--- src/rtl/p251_pkg.sv ---
// Shared GF(251) constants, FSM state encoding and the canonical modular adder.
// Used by p251_add and p251_acc.
package p251_pkg;

    localparam int P251_Q = 251;
    localparam int P251_W = 8;

    localparam logic [1:0] IDLE = 2'd0;
    localparam logic [1:0] ACC  = 2'd1;
    localparam logic [1:0] DONE = 2'd2;

    typedef enum logic [1:0] {
        S_IDLE = IDLE,
        S_ACC  = ACC,
        S_DONE = DONE
    } state_t;

    function automatic logic [P251_W-1:0] p251_add_f(
        input logic [P251_W-1:0] a,
        input logic [P251_W-1:0] b
    );
        logic [P251_W:0] s;
        s = {1'b0, a} + {1'b0, b};
        if (s >= 9'(P251_Q))
            s = s - 9'(P251_Q);
        return s[P251_W-1:0];
    endfunction

endpackage

--- src/rtl/p251_add.sv ---
// Combinational canonical adder: y = (a + b) mod 251 for canonical inputs.
// Shared by the accumulator and other GF(251) datapath blocks.
module p251_add
    import p251_pkg::*;
(
    input  logic [P251_W-1:0] a,
    input  logic [P251_W-1:0] b,
    output logic [P251_W-1:0] y
);

    assign y = p251_add_f(a, b);

endmodule

--- src/rtl/p251_acc.sv ---
// GF(251) inner-product accumulator: sums N_TERMS products mod 251 per run.
// Optional P251_ACC_RANGE_CHECK_EN adds a sticky err flag for inputs >= 251.
module p251_acc
    import p251_pkg::*;
#(
    parameter int N_TERMS = 4,
    parameter int WIDTH   = 8,
    parameter int CNT_W   = $clog2(N_TERMS + 1)
) (
    input  logic             clk,
    input  logic             rst,
    input  logic             start,
    input  logic             in_valid,
    input  logic [WIDTH-1:0] in_data,
    output logic [WIDTH-1:0] out,
    output logic             done,
    output logic             busy
`ifdef P251_ACC_RANGE_CHECK_EN
   ,output logic             err
`endif
);

    state_t           state;
    state_t           state_n;
    logic [WIDTH-1:0] acc;
    logic [WIDTH-1:0] acc_n;
    logic [WIDTH-1:0] base;
    logic [WIDTH-1:0] sum;
    logic [CNT_W-1:0] count;
    logic [CNT_W-1:0] count_n;
    logic [CNT_W-1:0] cnt_base;
    logic             accept;
    logic             last;

    // A start restarts the run, so its coincident term adds onto zero.
    assign accept = in_valid && (start || state == S_ACC);
    assign base   = start ? '0 : acc;

    p251_add u_add (
        .a (base),
        .b (in_data),
        .y (sum)
    );

    always_comb begin
        state_n  = state;
        acc_n    = acc;
        count_n  = count;
        last     = 1'b0;
        cnt_base = start ? '0 : count;
        if (accept) begin
            acc_n   = sum;
            count_n = cnt_base + CNT_W'(1);
            last    = (count_n == CNT_W'(N_TERMS));
        end else if (start) begin
            acc_n   = '0;
            count_n = '0;
        end
        if (last)
            state_n = S_DONE;
        else if (start)
            state_n = S_ACC;
        else if (state == S_DONE)
            state_n = S_IDLE;
    end

    always_ff @(posedge clk or posedge rst) begin
        if (rst) begin
            state <= S_IDLE;
            acc   <= '0;
            count <= '0;
            out   <= '0;
        end else begin
            state <= state_n;
            acc   <= acc_n;
            count <= count_n;
            if (last)
                out <= acc_n;
        end
    end

    assign done = (state == S_DONE);
    assign busy = (state == S_ACC);

`ifdef P251_ACC_RANGE_CHECK_EN
    logic bad;

    assign bad = accept && (in_data >= WIDTH'(P251_Q));

    always_ff @(posedge clk or posedge rst) begin
        if (rst)
            err <= 1'b0;
        else if (start)
            err <= bad;
        else
            err <= err | bad;
    end
`endif

endmodule

--- config.mk ---
export PLATFORM = sky130hd
export DESIGN_NAME = p251_acc
export DESIGN_NICKNAME = d
export VERILOG_FILES = /design/src/rtl/p251_pkg.sv /design/src/rtl/p251_add.sv /design/src/rtl/p251_acc.sv
export SDC_FILE = /design/constraint.sdc
export NUM_CORES = 1
export LEC_CHECK = 0
export ABC_AREA = 1
export CAP_MARGIN = 10
export CORE_MARGIN = 8
export CORE_UTILIZATION = 60
export DETAILED_ROUTE_END_ITERATION = 6
export GPL_TIMING_DRIVEN = 1
export PLACE_DENSITY = 0.85
export SYNTH_ARGS = -nofsm -noshare
export SYNTH_HDL_FRONTEND = slang
export SYNTH_SLANG_ARGS = --single-unit
--- constraint.sdc ---
create_clock -name clk -period 6 [get_ports clk]
set_input_delay 0.9 -clock clk [delete_from_list [all_inputs] [get_ports clk]]
set_output_delay 0.9 -clock clk [all_outputs]
set_load 0.05 [all_outputs]
==> results of run 1 <==
## metal layers
metal / wire, um / up-vias
li1: - / 764
met4: 15 / 0
met2: 1690 / 25
met1: 1610 / 665
met3: 151 / 2
met5: 0 / -
## worst max-delay path, stage by stage
cell	delay [ps]
clkdlybuf4s50_1	840
nor2_1	110
ha_1	240
fa_1	590
ha_1	210
nand2_1	70
nand2_2	60
inv_2	40
nor2_4	110
nand3_4	160
nand3_1	110
nand3_1	100
nand3_1	120
nand2_1	60
## Yosys cell counts (all sizes together), types with 3 or more instances
master / instances / area [um^2]
ha: 11 / 138
inv: 36 / 135
xnor2: 3 / 26.3
nand2: 76 / 379
nand3: 31 / 188
a21oi: 4 / 42.5
nor2: 20 / 100
o21ai: 8 / 40.0
clkbuf: 3 / 11.3
dfrtp: 21 / 526
and2: 6 / 37.5
## worst paths after layout
check | from | end | slack, ps | depth (start not counted)
worst max-delay path | start | out[4] | 2480 | 14
worst min-delay path | out[5] | out[5] | 500 | 2
worst max register to register | acc[0] | out[4] | 3540 | 14
worst min register to register | out[5] | out[5] | 500 | 2
max in group asynchronous | rst | out[6] | 4480 | 2
min in group asynchronous | rst | acc[1] | 1030 | 2
## cell type report
class | count | area share [%]
clock buffer | 4 | 1.31
inverter | 38 | 7.12
multi-input combinational | 169 | 52.5
sequential | 21 | 26.2
tap | 31 | 1.94
timing repair buffer | 22 | 10.9
## per-stage QoR
| stage | hold WS [ps] | total power, uW |
|---|---|---|
| final | 497 | 486 |
| after global routing | 526 | 526 |
| after CTS | 499 | 489 |
| after detailed placement | 471 | 421 |
| after global placement | 466 | 414 |
| after floorplan | 516 | 376 |
## where the power goes
part / switching [uW] / leakage, uW / internal [uW]
logic: 160 / 0.000758 / 95.7
registers: 4.73 / 0.000270 / 157
clock network: 41.8 / 0.0000150 / 25.9
## cells by family (layout without fill, tap and decap cells)
group | Yosys count | in the layout | share of synthesized area (%)
simple gates | 136 | 136 | 41.7
flops | 21 | 21 | 30.3
compound gates | 16 | 16 | 7.28
xor+xnor | 5 | 5 | 2.52
buf+inv | 42 | 64 | 9.15
fa+ha+maj | 12 | 12 | 9.08
## state kept, by name, summed over array words and instances, names as in the netlist
signal,cells
acc,8
out,8
count,3
state,2
==> metrics.csv, run 1 <==
stage,metric,value,unit
timing,final hold vios,0,
timing,post-layout min period,3520,ps
floorplan,initial cell density of the core,63.0,%
clocking,H-tree level count,1,
drt,antenna-violating nets left,0,
timing,final worst setup slack,2480,ps
power,VDD IR max,0.000199,V
drt,WL final,3.46,mm
yosys,sequential share of the synthesized area,30.3,%
timing,RSZ-0062 raised after global routing,false,
global_route,number of global-route vias before repair,1395,
floorplan,die area,0.00487,mm^2
clocking,# Post-CTS Setup Buffers,0,
worst_setup_path,worst-path fanout max,18,
worst_setup_path,Worst setup SP type,input port,
timing,relative slew slack,47.6,%
final_layout,share of layout cells above drive strength 1,17.7,%
power,pwr dens,243,mW/mm^2
final_layout,Nets,279,
clocking,CTS Sinks,21,
place,worst slack at placement,2140,ps
final_layout,most frequent cells in the layout,"52 x nand2_1, 31 x inv_1, 26 x nand3_1, 21 x dfrtp_1, 21 x clkdlybuf4s50_1",
global_route,GRT Util Overall,14.6,%
worst_setup_path,crit end category,flop,
status,outcome,completed,
place,placed insts,281,
place,dpl hpwl,2.78,mm
global_route,first-pass GRT wire length,6.10,mm
global_route,GR Util met2,25.0,%
global_route,grt ovf,0,
yosys,Ys Warns,0,
worst_setup_path,type of the worst setup path,in -> reg,
timing,Final Skew,6.06,ps
yosys,register bit total from synthesis,21,
final_layout,"commonest non-fill, non-tap cell in the layout",nand2_1,
timing,"Period Utilization, post-route",58.7,%
drt,Residual DRC,0,
yosys,Mapped Cells,232,
timing,Worst Max-Slew Pin Slew,786,ps
clocking,CTS Hold Buffers Added,0,
yosys,syn avg cell area,7.49,um^2
final_layout,FF+latch area,526,um^2
floorplan,io pins,22,
clocking,CTS tree,built,
timing,post-route setup TNS,0,ps
yosys,Synth Cell Area,0.00174,mm^2
drt,first-pass detailed-route iteration total,4,
hold_path,HP Class,reg -> reg,
global_route,antenna violations before repair,0,
place,I/O Buffers,21,
yosys,Post-synth EDFFs,0,
final_layout,final instance area,0.00200,mm^2
job,total of max-cap violations,0,
floorplan,Die Y,69.8,um
yosys,Post-synth ARST share,100,%
final_layout,n_diodes,0,
drt,vias after detailed routing,1456,
global_route,GRT met3 Usage,3.86,%
floorplan,Site Rows,19,
global_route,GRT busiest layer,met2,
yosys,ys flop type,dfrtp_1,
worst_setup_path,Critical Path RT,6200,ps
place,placer congestion estimate,0.841,
final_layout,Final Util,72.6,%
yosys,Post-Syn Nets,256,
clocking,number of gates resized after CTS,0,
timing,fin. max-slew vios,0,
global_route,met1 usage,18.0,%
clocking,"Clk pin slew, worst setup/hold paths",120,ps
final_layout,Fill cells,225,
worst_setup_path,Worst EP arrival,3730,ps
clocking,total CTS buffers,3,
final_layout,Area Growth Syn to Fin,15.3,%
final_layout,Multi-input gate area,0.00105,mm^2
clocking,clk root buf,clkbuf_4,
final_layout,fin cells,285,
timing,Fmax,284,MHz
floorplan,Die X,69.8,um
power,Static Leak,0.00104,uW
clocking,CTS Buffer Depth,2,
timing,endpoints failing setup,0,
drt,First DRT Iteration DRCs,41,
drt,Vias/cell,5.11,
drt,wire per inst,12.2,um
floorplan,core area,0.00276,mm^2
yosys,"Distinct cells, synth",30,
place,Post-DP Area,0.00198,mm^2
clocking,clk_lat worst skew,300,ps
global_route,largest net degree at the start of global routing,22,
Note: power is estimated with default switching activity, not from simulation.
==> inputs of run 2 (changes only) <==
--- a/config.mk
+++ b/config.mk
@@ -8,10 +8,10 @@
 export ABC_AREA = 1
 export CAP_MARGIN = 10
 export CORE_MARGIN = 8
-export CORE_UTILIZATION = 60
+export CORE_UTILIZATION = 50
 export DETAILED_ROUTE_END_ITERATION = 6
 export GPL_TIMING_DRIVEN = 1
-export PLACE_DENSITY = 0.85
+export PLACE_DENSITY = 0.76
 export SYNTH_ARGS = -nofsm -noshare
 export SYNTH_HDL_FRONTEND = slang
 export SYNTH_SLANG_ARGS = --single-unit
==> constraint.sdc (replaced) <==
create_clock -name clk -period 3.1 [get_ports clk]
set_input_delay 0.465 -clock clk [delete_from_list [all_inputs] [get_ports clk]]
set_output_delay 0.465 -clock clk [all_outputs]
set_load 0.05 [all_outputs]
==> metrics.csv, run 2 (synthesis results as in run 1) <==
stage,metric,value,unit
status,outcome,completed,
timing,Worst Max-Slew Pin Slew,773,ps
floorplan,core area,0.00334,mm^2
power,Comb power frac,53.0,%
drt,wire per inst,11.8,um
place,dpl hpwl,2.93,mm
timing,"Period Utilization, post-route",87.9,%
power,Design Power,949,uW
clocking,clk_lat worst skew,310,ps
power,Seq pwr share,33.0,%
drt,First DRT Iteration DRCs,60,
power,clock power share,13.9,%
drt,antenna-violating nets left,0,
clocking,CTS tree,built,
worst_setup_path,Worst EP arrival,2940,ps
worst_setup_path,worst-path fanout max,11,
place,placer congestion estimate,0.835,
power,Psw,404,uW
clocking,CTS Buffer Depth,2,
floorplan,Site Rows,21,
power,Internal Power,545,uW
final_layout,n_diodes,0,
worst_setup_path,Max stage delay on crit path,530,ps
final_layout,Area Growth Syn to Fin,18.2,%
final_layout,Final Util,61.5,%
worst_setup_path,crit end category,flop,
clocking,"Clk pin slew, worst setup/hold paths",120,ps
final_layout,"commonest non-fill, non-tap cell in the layout",nand2_1,
floorplan,Die X,74.9,um
worst_setup_path,"slowest stage cell, crit path",fa_1,
global_route,grt ovf,0,
power,Static Leak,0.00106,uW
timing,final worst setup slack,377,ps
worst_setup_path,Worst setup SP type,input port,
drt,first-pass detailed-route iteration total,4,
worst_setup_path,WP buf/inv,2,
place,worst slack at placement,26.7,ps
power,pwr dens,463,mW/mm^2
clocking,# Post-CTS Setup Buffers,0,
drt,WL final,3.60,mm
drt,Vias/cell,4.94,
floorplan,Die Y,74.9,um
hold_path,HP Class,reg -> reg,
place,I/O Buffers,21,
worst_setup_path,CP top delay family,simple AND/OR/NAND/NOR gates,
clocking,CTS Sinks,21,
timing,Final Skew,9.62,ps
global_route,antenna violations before repair,0,
timing,fin. max-slew vios,0,
worst_setup_path,Critical Path RT,3320,ps
clocking,number of gates resized after CTS,0,
power,VDD IR max,0.000204,V
final_layout,largest registers,"acc (8), out (8), count (3)",
final_layout,most frequent cells in the layout,"52 x nand2_1, 31 x inv_1, 26 x nand3_1, 21 x dfrtp_1, 21 x clkdlybuf4s50_1",
timing,post-route setup TNS,0,ps
job,total of max-cap violations,0,
worst_setup_path,type of the worst setup path,in -> reg,
final_layout,Fill cells,324,
drt,Residual DRC,0,
clocking,H-tree level count,1,
floorplan,initial cell density of the core,52.0,%
floorplan,die area,0.00562,mm^2
drt,vias after detailed routing,1501,
timing,relative slew slack,48.4,%
global_route,first-pass GRT wire length,6.18,mm
global_route,GRT Util Overall,13.7,%
final_layout,share of layout cells above drive strength 1,19.0,%
clocking,CTS Hold Buffers Added,0,
floorplan,io pins,22,
timing,final hold vios,0,
timing,endpoints failing setup,0,
final_layout,Nets,283,
global_route,largest net degree at the start of global routing,22,
timing,Fmax,367,MHz
timing,RSZ-0062 raised after global routing,false,
global_route,number of global-route vias before repair,1468,
worst_setup_path,crit-path cells,clkdlybuf4s50_1 > buf_4 > nor2_1 > fa_1 > ha_1 > or2_1 > nand2_1 > nor2_1 > nand3_1 > nand2_1 > nand2_2 > nand3_1 > and2_1,
timing,post-layout min period,2720,ps
clocking,clk root buf,clkbuf_4,
clocking,total CTS buffers,3,
power,Net Sw Frac,42.6,%
## run 2: per-layer routing
metal / routed length (um) / up-vias / share of wire [%] / GRT usage, %
met4: 56 / 0 / 1.6 / 4.57
met1: 1740 / 685 / 48 / 17.5
met3: 116 / 7 / 3.2 / 2.53
met2: 1690 / 30 / 47 / 22.6
met5: 0 / - / 0 / 0
li1: - / 779 / - / -
## run 2: worst min-delay path, stage by stage (launching register included)
cell and delay (ps):
dfrtp_1 360, nand2_1 50, nand2_1 60
## run 2: final timing paths
path                        start  endpoint  slack [ps]  cells after the start
max in group asynchronous     rst    acc[3]        2030                      2
hold / removal             out[4]    out[4]         490                      2
setup reg to reg           acc[0]    out[1]         650                     16
hold reg to reg            out[4]    out[4]         490                      2
setup / recovery            start    acc[6]         380                     13
min in group asynchronous     rst  count[0]         580                      2
## run 2: power groups by stage
stage	clock (uW)	sequential, uW	combinational [uW]
floorplan	0	326	402
global placement	0	318	495
detailed placement	0	319	504
CTS	135	314	506
global route	146	317	561
finish	132	313	504
## run 2: area by class of cell
class	instances	area [um^2]	area share [%]
multi-input cells	169	1050	51.3
flip-flops and latches	21	526	25.6
repair buffers	26	248	12.1
inverters	38	143	6.95
well taps	46	57.6	2.80
clock buffers	4	26.3	1.28
## run 2: per-stage QoR
step           cells  cell area [um^2]  hold slack, ps
6_report         304              2050             490
3_5_place_dp     300              2030             468
2_1_floorplan    232              1740             442
5_1_grt          304              2050             520
3_3_place_gp     300              2030             465
4_1_cts          304              2050             496
==> inputs of run 3 (changes only) <==
--- a/config.mk
+++ b/config.mk
@@ -7,10 +7,11 @@
 export LEC_CHECK = 0
 export ABC_AREA = 1
 export CAP_MARGIN = 10
-export CORE_MARGIN = 8
+export CORE_MARGIN = 1.5
 export CORE_UTILIZATION = 50
 export DETAILED_ROUTE_END_ITERATION = 6
 export GPL_TIMING_DRIVEN = 1
+export MAX_ROUTING_LAYER = met4
 export PLACE_DENSITY = 0.76
 export SYNTH_ARGS = -nofsm -noshare
 export SYNTH_HDL_FRONTEND = slang
==> metrics.csv, run 3 (synthesis results as in run 1) <==
stage,metric,value,unit
timing,final hold vios,0,
floorplan,io pins,22,
place,placer congestion estimate,0.850,
clocking,total CTS buffers,3,
timing,Final Skew,1.28,ps
drt,WL final,3.34,mm
clocking,H-tree level count,1,
worst_setup_path,crit path to,acc[6],
timing,RSZ-0062 raised after global routing,false,
final_layout,Multi-input gate area,0.00105,mm^2
worst_setup_path,r2r worst-path depth,13,
status,outcome,completed,
final_layout,Nets,283,
drt,First DRT Iteration DRCs,119,
worst_setup_path,Max stage delay on crit path,510,ps
timing,post-layout min period,2780,ps
drt,Vias/cell,4.86,
place,I/O Buffers,21,
clocking,# Post-CTS Setup Buffers,0,
worst_setup_path,crit end category,flop,
clocking,number of gates resized after CTS,0,
final_layout,FF+latch area,526,um^2
timing,fin. max-slew vios,0,
clocking,CTS Hold Buffers Added,0,
worst_setup_path,Worst EP arrival,2990,ps
final_layout,Area Growth Syn to Fin,18.2,%
global_route,first-pass GRT wire length,5.84,mm
worst_setup_path,register-to-register setup slack,590,ps
power,pwr dens,460,mW/mm^2
timing,Fmax,359,MHz
worst_setup_path,Worst setup SP type,input port,
power,VDD IR max,0.000242,V
worst_setup_path,crit path launch,start,
floorplan,Site Rows,21,
global_route,grt ovf,0,
timing,"Period Utilization, post-route",89.8,%
floorplan,die area,0.00384,mm^2
worst_setup_path,Critical Path RT,3310,ps
final_layout,share of layout cells above drive strength 1,19.0,%
worst_setup_path,type of the worst setup path,in -> reg,
floorplan,initial cell density of the core,52.0,%
timing,post-route setup TNS,0,ps
worst_setup_path,crit-path cells,clkdlybuf4s50_1 > nor2_1 > ha_1 > fa_1 > ha_1 > or2_1 > nand2_1 > nor2_1 > nand3_1 > nand2_1 > nand2_2 > nand3_1 > and2_1,
floorplan,Die X,61.9,um
final_layout,"commonest non-fill, non-tap cell in the layout",nand2_1,
global_route,antenna violations before repair,0,
place,dpl hpwl,2.74,mm
worst_setup_path,RR Endpoint,acc[6],
final_layout,Fill cells,329,
global_route,GRT Util Overall,21.0,%
floorplan,Die Y,61.9,um
global_route,number of global-route vias before repair,1357,
drt,Residual DRC,0,
final_layout,Final Util,61.5,%
clocking,clk root buf,clkbuf_4,
timing,relative slew slack,50.0,%
drt,first-pass detailed-route iteration total,4,
drt,vias after detailed routing,1478,
worst_setup_path,Crit Reg-Reg Startpoint,acc[0],
final_layout,largest registers,"acc (8), out (8), count (3)",
final_layout,n_diodes,0,
hold_path,HP Class,reg -> reg,
clocking,"Clk pin slew, worst setup/hold paths",110,ps
job,total of max-cap violations,0,
final_layout,most frequent cells in the layout,"52 x nand2_1, 31 x inv_1, 26 x nand3_1, 21 x dfrtp_1, 21 x clkdlybuf4s50_1",
clocking,CTS Buffer Depth,2,
power,Static Leak,0.00106,uW
worst_setup_path,worst-path fanout max,3,
timing,endpoints failing setup,0,
drt,antenna-violating nets left,0,
drt,wire per inst,11.0,um
floorplan,core area,0.00334,mm^2
worst_setup_path,"slowest stage cell, crit path",fa_1,
global_route,largest net degree at the start of global routing,22,
clocking,CTS tree,built,
clocking,CTS Sinks,21,
timing,Worst Max-Slew Pin Slew,749,ps
clocking,clk_lat worst skew,300,ps
==> run 3: cell counts in the layout (fill, tap and decap cells not counted) <==
Identical to the previous run, type by type.
==> run 3: how the worst min path moves through the flow <==
stage,from,endpoint,slack (ps),cells after the start
after floorplan,rst,acc[0],440,1
after global placement,out[6],out[6],470,2
after detailed placement,out[0],out[0],470,2
after CTS,out[6],out[6],500,2
after global routing,out[7],out[7],530,2
final,out[6],out[6],500,2
==> run 3: worst max-delay path: cells and delay by family <==
family	cells	cell delay (ps)
adder cells (fa/ha/maj)	3	1030
buffers and inverters	1	450
AND/OR/NAND/NOR	9	1050
==> run 3: report_power, final <==
part           leakage, uW  internal [uW]  switching [uW]
sequential        0.000270            305            8.65
clock            0.0000150           50.3            80.1
combinational     0.000777            190             311
total              0.00106            544             400
==> run 3: final cells by class <==
cell class                      count  area share, %
Clock buffer                        4           1.28
Inverter                           38           6.95
Multi-Input combinational cell    169           51.3
Sequential cell                    21           25.6
Tap cell                           46           2.80
Timing Repair Buffer               26           12.1
==> run 3: per-layer routing <==
layer / wire length, um / vias up / global-route usage, %
li1: - / 776 / -
met1: 1630 / 671 / 28.7
met2: 1570 / 29 / 32.3
met3: 130 / 2 / 5.38
met4: 11 / 0 / 3.04
met5: 0 / - / -
==> run 3: through the flow <==
| step | hold slack, ps | power [uW] | instance area (um^2) | cells | setup WS [ps] |
|---|---|---|---|---|---|
| 2_1_floorplan | 442 | 728 | 1740 | 232 | 303 |
| 3_3_place_gp | 466 | 810 | 2030 | 300 | 3.33 |
| 3_5_place_dp | 473 | 819 | 2030 | 300 | 9.49 |
| 4_1_cts | 502 | 950 | 2050 | 304 | 347 |
| 5_1_grt | 526 | 1030 | 2050 | 304 | 117 |
| 6_report | 496 | 944 | 2050 | 304 | 316 |
